<file path="config.mk">
export PLATFORM = sky130hd
export DESIGN_NAME = conv3x3_stage
export DESIGN_NICKNAME = d
export VERILOG_FILES = /design/src/rtl/conv_pkg.sv /design/src/rtl/conv_round_clamp.sv /design/src/rtl/conv3x3_stage.sv
export SDC_FILE = /design/constraint.sdc
export NUM_CORES = 2
export LEC_CHECK = 0
export ABC_AREA = 0
export ABC_CLOCK_PERIOD_IN_PS = 13400
export CORE_UTILIZATION = 30
export DETAILED_ROUTE_END_ITERATION = 7
export REMOVE_ABC_BUFFERS = 1
export SLEW_MARGIN = 20
export SYNTH_ARGS = -nofsm -noshare
export SYNTH_HDL_FRONTEND = slang
export SYNTH_SLANG_ARGS = --single-unit
</file>
<file path="constraint.sdc">
create_clock -name clk -period 13.4 [get_ports clk]
set_input_delay 2.01 -clock clk [delete_from_list [all_inputs] [get_ports clk]]
set_output_delay 2.01 -clock clk [all_outputs]
set_load 0.1 [all_outputs]
</file>
<file path="src/rtl/conv_pkg.sv">
// conv_pkg -- shared widths, coefficient array type and the reset kernel
// for the 3x3 convolution stage.
//   COEF_W : coefficient width (signed)
//   PIX_W  : pixel width (unsigned)
//   PROD_W : pixel x coefficient product width (signed)
//   ACC_W  : nine-product sum width (signed); wide enough that it cannot overflow
package conv_pkg;

  localparam int COEF_W = 8;
  localparam int PIX_W  = 8;
  localparam int PROD_W = 17;
  localparam int ACC_W  = 21;

  typedef logic signed [COEF_W-1:0] coef_t;
  typedef coef_t coef_arr_t [9];

  // Identity kernel: the centre tap equals 2^shift, so that the output
  // stage's shift gives unity gain. 2^7 and 2^8 do not fit in a signed
  // byte, so the centre tap saturates at 127 for those shifts.
  function automatic coef_arr_t identity_kernel(input int shift);
    coef_arr_t k;
    for (int i = 0; i < 9; i++) k[i] = '0;
    k[4] = (shift >= 7) ? coef_t'(127) : coef_t'(1 << shift);
    return k;
  endfunction

endpackage

</file>
<file path="src/rtl/conv_round_clamp.sv">
// conv_round_clamp -- adds a rounding offset, shifts arithmetically right
// and clamps the result to the unsigned pixel range. Purely combinational.
//   acc_i : signed accumulator (ACC_W bits)
//   pix_o : clamped pixel, 0..255
//   SHIFT : right-shift amount, 0..8 (no rounding offset when 0)
module conv_round_clamp
  import conv_pkg::*;
#(
  parameter int SHIFT = 4
) (
  input  logic signed [ACC_W-1:0] acc_i,
  output logic        [PIX_W-1:0] pix_o
);

  localparam int RND_SH = (SHIFT > 0) ? SHIFT - 1 : 0;
  localparam int RND    = (SHIFT > 0) ? (1 << RND_SH) : 0;

  // One guard bit keeps the rounding add from wrapping at the extremes.
  logic signed [ACC_W:0] acc_rnd;
  logic signed [ACC_W:0] acc_sh;

  always_comb begin
    acc_rnd = $signed({acc_i[ACC_W-1], acc_i}) + $signed((ACC_W+1)'(RND));
    acc_sh  = acc_rnd >>> SHIFT;
    if (acc_sh[ACC_W])
      pix_o = '0;
    else if (|acc_sh[ACC_W-1:PIX_W])
      pix_o = '1;
    else
      pix_o = acc_sh[PIX_W-1:0];
  end

endmodule

</file>
<file path="src/rtl/conv3x3_stage.sv">
// conv3x3_stage -- three-stage 3x3 convolution with programmable signed
// coefficients, rounding/clamping output and raster position tracking.
//   clk, rst       : clock, async active-high reset
//   enable         : low flushes in-flight windows and the position counters
//   win, win_valid : unsigned 3x3 window (win[row][col]) and its strobe
//   coef_we/addr/data : coefficient write port, row-major index 0..8
//   pix, pix_valid : output pixel and its strobe (pix holds between strobes)
//   pix_row/col    : raster position of pix
//   frame_done     : pulses with the last pixel of a frame
module conv3x3_stage
  import conv_pkg::*;
#(
  parameter int ROWS  = 512,
  parameter int COLS  = 512,
  parameter int SHIFT = 4
) (
  input  logic                      clk,
  input  logic                      rst,
  input  logic                      enable,
  input  logic [2:0][2:0][7:0]      win,
  input  logic                      win_valid,
  input  logic                      coef_we,
  input  logic [3:0]                coef_addr,
  input  logic [7:0]                coef_data,
  output logic [7:0]                pix,
  output logic                      pix_valid,
  output logic [$clog2(ROWS)-1:0]   pix_row,
  output logic [$clog2(COLS)-1:0]   pix_col,
  output logic                      frame_done
);

  localparam int RW = $clog2(ROWS);
  localparam int CW = $clog2(COLS);

  coef_arr_t                 coef_q;
  logic signed [PROD_W-1:0]  prod_d [9];
  logic signed [PROD_W-1:0]  prod_q [9];
  logic signed [ACC_W-1:0]   sum_d, sum_q;
  logic                      v1_q, v2_q;
  logic [PIX_W-1:0]          rc_pix;
  logic [PIX_W-1:0]          pix_q;
  logic                      pix_valid_q, frame_done_q;
  logic [RW-1:0]             row_q, row_d, pix_row_q;
  logic [CW-1:0]             col_q, col_d, pix_col_q;
  logic                      last_px;

  // Coefficients survive enable=0; only reset reloads the identity kernel.
  always_ff @(posedge clk or posedge rst) begin
    if (rst)
      coef_q <= identity_kernel(SHIFT);
    else if (coef_we && coef_addr <= 4'd8)
      coef_q[coef_addr] <= coef_data;
  end

  // Stage 1 uses the coefficients registered before this edge, so a write
  // landing with a window only affects later windows.
  always_comb begin
    for (int i = 0; i < 9; i++)
      prod_d[i] = PROD_W'($signed({1'b0, win[i/3][i%3]})) * PROD_W'(coef_q[i]);
  end

  always_comb begin
    sum_d = '0;
    for (int i = 0; i < 9; i++) sum_d = sum_d + ACC_W'(prod_q[i]);
  end

  always_ff @(posedge clk or posedge rst) begin
    if (rst) begin
      for (int i = 0; i < 9; i++) prod_q[i] <= '0;
      sum_q <= '0;
      v1_q  <= 1'b0;
      v2_q  <= 1'b0;
    end else begin
      v1_q <= enable & win_valid;
      v2_q <= enable & v1_q;
      if (enable && win_valid)
        for (int i = 0; i < 9; i++) prod_q[i] <= prod_d[i];
      if (enable && v1_q)
        sum_q <= sum_d;
    end
  end

  conv_round_clamp #(.SHIFT(SHIFT)) u_round_clamp (
    .acc_i (sum_q),
    .pix_o (rc_pix)
  );

  assign last_px = (row_q == RW'(ROWS-1)) && (col_q == CW'(COLS-1));

  always_comb begin
    row_d = row_q;
    col_d = col_q;
    if (col_q == CW'(COLS-1)) begin
      col_d = '0;
      row_d = last_px ? '0 : row_q + 1'b1;
    end else begin
      col_d = col_q + 1'b1;
    end
  end

  // row_q/col_q track the position of the next pixel; pix_row/pix_col hold
  // the position of the pixel currently on pix.
  always_ff @(posedge clk or posedge rst) begin
    if (rst) begin
      pix_q        <= '0;
      pix_valid_q  <= 1'b0;
      frame_done_q <= 1'b0;
      row_q        <= '0;
      col_q        <= '0;
      pix_row_q    <= '0;
      pix_col_q    <= '0;
    end else if (!enable) begin
      pix_valid_q  <= 1'b0;
      frame_done_q <= 1'b0;
      row_q        <= '0;
      col_q        <= '0;
    end else begin
      pix_valid_q  <= v2_q;
      frame_done_q <= v2_q & last_px;
      if (v2_q) begin
        pix_q     <= rc_pix;
        pix_row_q <= row_q;
        pix_col_q <= col_q;
        row_q     <= row_d;
        col_q     <= col_d;
      end
    end
  end

  assign pix        = pix_q;
  assign pix_valid  = pix_valid_q;
  assign pix_row    = pix_row_q;
  assign pix_col    = pix_col_q;
  assign frame_done = frame_done_q;

endmodule

</file>
**After elaboration in Yosys (flattened, before gate mapping)**

Cells that the tools add are included.

- Bits in registers: 294
- Logic and storage cells: 81
- Bits of input ports: 89

- $lt $le $gt $ge: 3
- Multiplexer cells: 14
- Bitwise gates (word level): 4
- Add/sub/neg operators: 11
- Equality and inequality tests: 4
- Reduce and logical (&&, ||, !) cells: 8
- Multiply operators: 9

Operator list:

| operator | count |
|---|---|
| $mul A9 B8 Y17 | 9 |
| $add A21 B17 Y21 | 4 |
| $bwmux W72 | 1 |
| $mux W9 | 7 |
| $demux W8 S4 | 1 |
| $mux W8 | 3 |
| $add A21 B5 Y22 const B | 1 |
| $add A20 B17 Y21 | 1 |
| $add A19 B17 Y20 | 1 |
| $add A18 B17 Y19 | 1 |
| $add A17 B17 Y18 | 1 |
| $add A9 B1 Y9 const B | 2 |
| $eq A9 B9 Y1 const B | 2 |
| $reduce_or A10 Y1 | 1 |
| $ge A5 B5 Y1 const B | 1 |
| $logic_and A1 B1 Y1 | 5 |
| $lt A5 B1 Y1 const B | 1 |
| $not A4 Y5 | 1 |
| $le A4 B4 Y1 const B | 1 |
| $ne A2 B1 Y1 const B | 2 |
| $reduce_and A2 Y1 | 2 |
| $and A1 B1 Y1 | 3 |
| $mux W1 | 2 |

**Logic depth before layout (Yosys ltp)**

- Word-level depth: 8
- Gate-level depth with buffers: 17

**Cells and area by module**

From an unflattened synthesis, not the netlist that was laid out.

- Cells, all modules: 3669
- Area, all modules: 34732.1 um2

By module, submodules not included:

| module | area an instance (um2) | cells an instance | instances |
|---|---|---|---|
| conv3x3_stage | 34237.8 | 3601 | 1 |
| conv_round_clamp | 494.2 | 68 | 1 |

**Least setup slack after synthesis**

Ideal clock, no wire load.

- Path kind: input to register
- Start: input win[11] in the netlist's numbering
- End: register prod_q[133] in the netlist's numbering
- Data required time: 13305 ps
- Cell stages on the path: 16
- Data arrival time: 5731 ps
- Buffers on the path: 0
- Path slack: 7573 ps
- Setup time: 95 ps
- Cell sequence: and2_1 fa_1 inv_1 fa_1 inv_1 fa_1 inv_1 fa_1 inv_1 ha_1 o21ai_0 a21oi_1 o2111ai_1 a21boi_0 o21a_1 o31ai_1

- Longest elaborated chain between the ends: 1

RTL lines:

| element | line | text |
|---|---|---|
| start: declaration | conv3x3_stage.sv:20 | `input logic [2:0][2:0][7:0] win,` |
| $mul A9 B8 Y17 | conv3x3_stage.sv:59 | `prod_d[i] = PROD_W'($signed({1'b0, win[i/3][i%3]})) * PROD_W'(coef_q[i]);` |
| end: declaration | conv3x3_stage.sv:37 | `logic signed [PROD_W-1:0] prod_q [9];` |

Every way passes these cells.
A chain may end at the register's enable or synchronous reset.

**Worst setup path in the final report**

- Start: input win[53] in the netlist's numbering
- End: register prod_q[46] in the netlist's numbering

Same word-level chain as after synthesis.

==> run_results.csv <==
group,metric,value,unit
synth,synthAdderAreaFrac,0.412,
drt,antenna_left,0,
drt,dr.pass1.iters,7,
synth,synth_compound_area_frac,0.0780,
grt,track_usage,0.154,
die,initial_core_util,0.303,
synth,synth-edff-count,0,
synth,synth.most_common_cell,"inv_1",
layout,register_area,7280,µm²
flow_run,max-cap-violations,0,
drt,num_vias,24700,
synth,synth_top_family_by_area,"adder cells",
layout,multi_input_area,24300,µm²
grt,antenna_found_initial,12,
worst_setup_path,path_cells,"clkdlybuf4s50_1 -> and2_1 -> fa_1 -> inv_1 -> fa_1 -> inv_1 -> fa_1 -> fa_1 -> ha_1 -> o21a_1 -> o31a_1 -> o41a_1 -> a21oi_1 -> xor2_1 -> o21ai_0",
synth,synth_top_cell_by_area,"fa_1",
sta,hold_violations,0,
placed_design,gp_congestion,0.894,
sta,setup_tns,0,ns
worst_setup_path,max_stage_delay,0.59,ns
synth,yosys.area_share.simple,0.163,
worst_setup_path,crit_path_end_kind,"flip-flop",
clock_network,clkSlewWorstSetupHoldPaths,0.05,ns
drt,viasPerCell,4.60,
worst_setup_path,cp_max_fo,8,
sta,fin_skew,0.0316,ns
grt,gr-total-overflow,0,
sta,setup_slack,7.18,ns
drt,drt_wl_total,87400,µm
sta,drv_slew,0,
sta,slew_headroom,0.272,
synth,yosysSeqAreaShare,0.210,
synth,synth.avg_cell_area,9.27,µm²
clock_network,hold_buffers,0,
placed_design,hpwlAfterDp,70700,µm
grt,grt_util_met3,0.0232,
hold_path,hp-class,"flip-flop to flip-flop",
layout,final_cells,5381,
sta,max_freq,161,MHz
worst_setup_path,crit_top_cell,"fa_1",
grt,grt-busiest-layer,"met2",
grt,grt_first_pass_wirelength,142000,µm
die,rows,124,
synth,synth.top_cells.by_count,"inv_1 (732), nand2_1 (569), fa_1 (455)",
clock_network,ctsRootBufferMaster,"clkbuf_16",
worst_setup_path,cp_data_required_time,13.80,ns
drt,drc,0,
layout,drive_gt1_frac,0.0455,
synth,synth_flop_cell,"dfrtp_1",
synth,synthMuxAreaShare,0.0233,
worst_setup_path,slowest_stage,"clkdlybuf4s50_1",
die,dieArea,117000,µm²
worst_setup_path,cp-start-kind,"input port",
placed_design,portBuffers,116,
die,io-pin-count,117,
grt,grt_start_max_net_pins,100,
clock_network,cts_setup_buffers,0,
synth,yosys.area_share.xor_xnor,0.0263,
sta,post-route-min-period,6.22,ns
sta,tightest_slew,1.09,ns
drt,drt_iter0_drc,1214,
synth,yosysUniqueCellTypes,69,
clock_network,post_cts_resized,0,
synth,ys_async_sr_fraction,1.00,
die,core_region_area,114000,µm²
clock_network,clock_latency,0.57,ns
worst_setup_path,critPathKind,"input port to flip-flop",
die,die_x,342,µm
sta,whs,0.471,ns
clock_network,cts_tree,"built",
clock_network,clock_sinks,291,
layout,area_delta_synth_final,12.2,%
synth,synth_top_area_frac,0.263,
sta,rsz0062_at_grt,"no",
grt,grt_pass1_vias,25400,
synth,syn-cell-area,34600,µm²
worst_setup_path,cp.arrival,6.61,ns
worst_setup_path,path_buf_inv,3,
grt,use_met1,0.208,
synth,yosys_warnings,0,
clock_network,htreeDepth,2,
clock_network,cts_buffers,39,
sta,final.period_utilization,0.464,
placed_design,pre_cts_ws,6.63,ns
layout,num-fill-cells,11800,
drt,wl_per_cell,16.3,µm
synth,synth.area.top_cells,"fa_1 (26%), dfrtp_1 (21%), ha_1 (15%)",
clock_network,clock_path_buffers,3,
outcome,status,"finished, final reports clean",
worst_setup_path,cp_top_family,"adder cells",
die,die_height,342,µm
layout,nNetsFinal,4793,
grt,gr-usage-met2,0.264,
sta,setup_viol,0,
synth,ys_ff_latch,291,
synth,syn_inst,3734,
placed_design,placedCellCount,5310,
## final timing paths
| kind | slack, ns | depth (start not counted) | startpoint | endpoint |
|---|---|---|---|---|
| worst max-delay path | 7.18 | 15 | win[53] | prod_q[46] |
| worst min-delay path | 0.47 | 2 | pix_row[4] | pix_row[4] |
| worst max register to register | 8.69 | 17 | coef_q[63] | prod_q[133] |
| worst min register to register | 0.47 | 2 | pix_row[4] | pix_row[4] |
| max in group asynchronous | 9.24 | 4 | rst | coef_q[43] |
| min in group asynchronous | 1.93 | 2 | rst | pix_row[1] |
## area by class of cell
cell class | instances | area share
Timing Repair Buffer | 133 | 0.0332
Inverter | 733 | 0.0711
Multi-Input combinational cell | 2641 | 0.626
Sequential cell | 291 | 0.188
Tap cell | 1512 | 0.0487
Clock inverter | 22 | 0.00641
Antenna cell | 3 | 0.000193
Clock buffer | 46 | 0.0269
## cell usage in the layout (no fill, tap or decap), types with 10 or more instances in the layout
| master | synthesis | final |
|---|---|---|
| nand2b_1 | 55 | 55 |
| xnor2_1 | 44 | 44 |
| ha_1 | 410 | 410 |
| clkbuf_16 | 0 | 40 |
| o2111ai_1 | 14 | 14 |
| clkdlybuf4s50_1 | 0 | 116 |
| nand3_1 | 40 | 40 |
| nor3_1 | 33 | 33 |
| o21ai_0 | 179 | 179 |
| nor2_1 | 103 | 102 |
| o21a_1 | 19 | 19 |
| mux2_2 | 68 | 68 |
| buf_4 | 0 | 17 |
| nand4_1 | 10 | 10 |
| and3_1 | 17 | 17 |
| a21o_1 | 28 | 28 |
| nor2b_1 | 20 | 20 |
| a31oi_1 | 12 | 12 |
| inv_1 | 732 | 730 |
| fa_1 | 455 | 455 |
| o211ai_1 | 12 | 12 |
| a21oi_1 | 84 | 84 |
| o31ai_1 | 11 | 11 |
| nand2_1 | 569 | 568 |
| and2_1 | 288 | 288 |
| dfrtp_1 | 290 | 290 |
| a211oi_1 | 16 | 16 |
| xor2_1 | 60 | 60 |
## routing by layer
layer	wire length, µm	vias to the layer above
met5	96	-
met4	1300	14
met3	4210	82
met2	42600	448
met1	39300	12300
li1	-	11900
## state kept, by name, indices dropped and copies added (netlist names), 8 cells and up
name,cells
coef_q,72
col_q,9
pix,8
pix_col,9
pix_row,9
prod_q,153
row_q,9
sum_q,18
## worst reg2reg max path: stages (launching register included)
cell and delay (ns):
dfrtp_1 0.53, inv_1 0.22, nor2_1 0.09, fa_1 0.53, inv_1 0.05, fa_1 0.52
inv_1 0.05, fa_1 0.52, inv_1 0.05, fa_1 0.52, inv_1 0.04, ha_1 0.28
o21ai_0 0.14, a21oi_1 0.36, o2111ai_1 0.17, a21boi_0 0.26, o21a_1 0.15, o31ai_1 0.07
## logic make-up after synthesis
kind of cell / Yosys count
xor gates and xnor gates: 104
buffers and inverters: 802
and+or+nand+nor: 1169
DFF: 291
adders and majority gates: 865
AOI/OAI and AO/OA: 431
muxes: 72
## metrics by stage
stage,utilization,instance area (µm²)
after floorplan,-,34300
final,0.340,38800
after global placement,0.328,37500
after CTS,0.339,38800
after detailed placement,0.328,37500
after global routing,0.339,38800
Power is not shown: default switching activity piles up to over one toggle a cycle in this logic, so the estimate is an artifact.
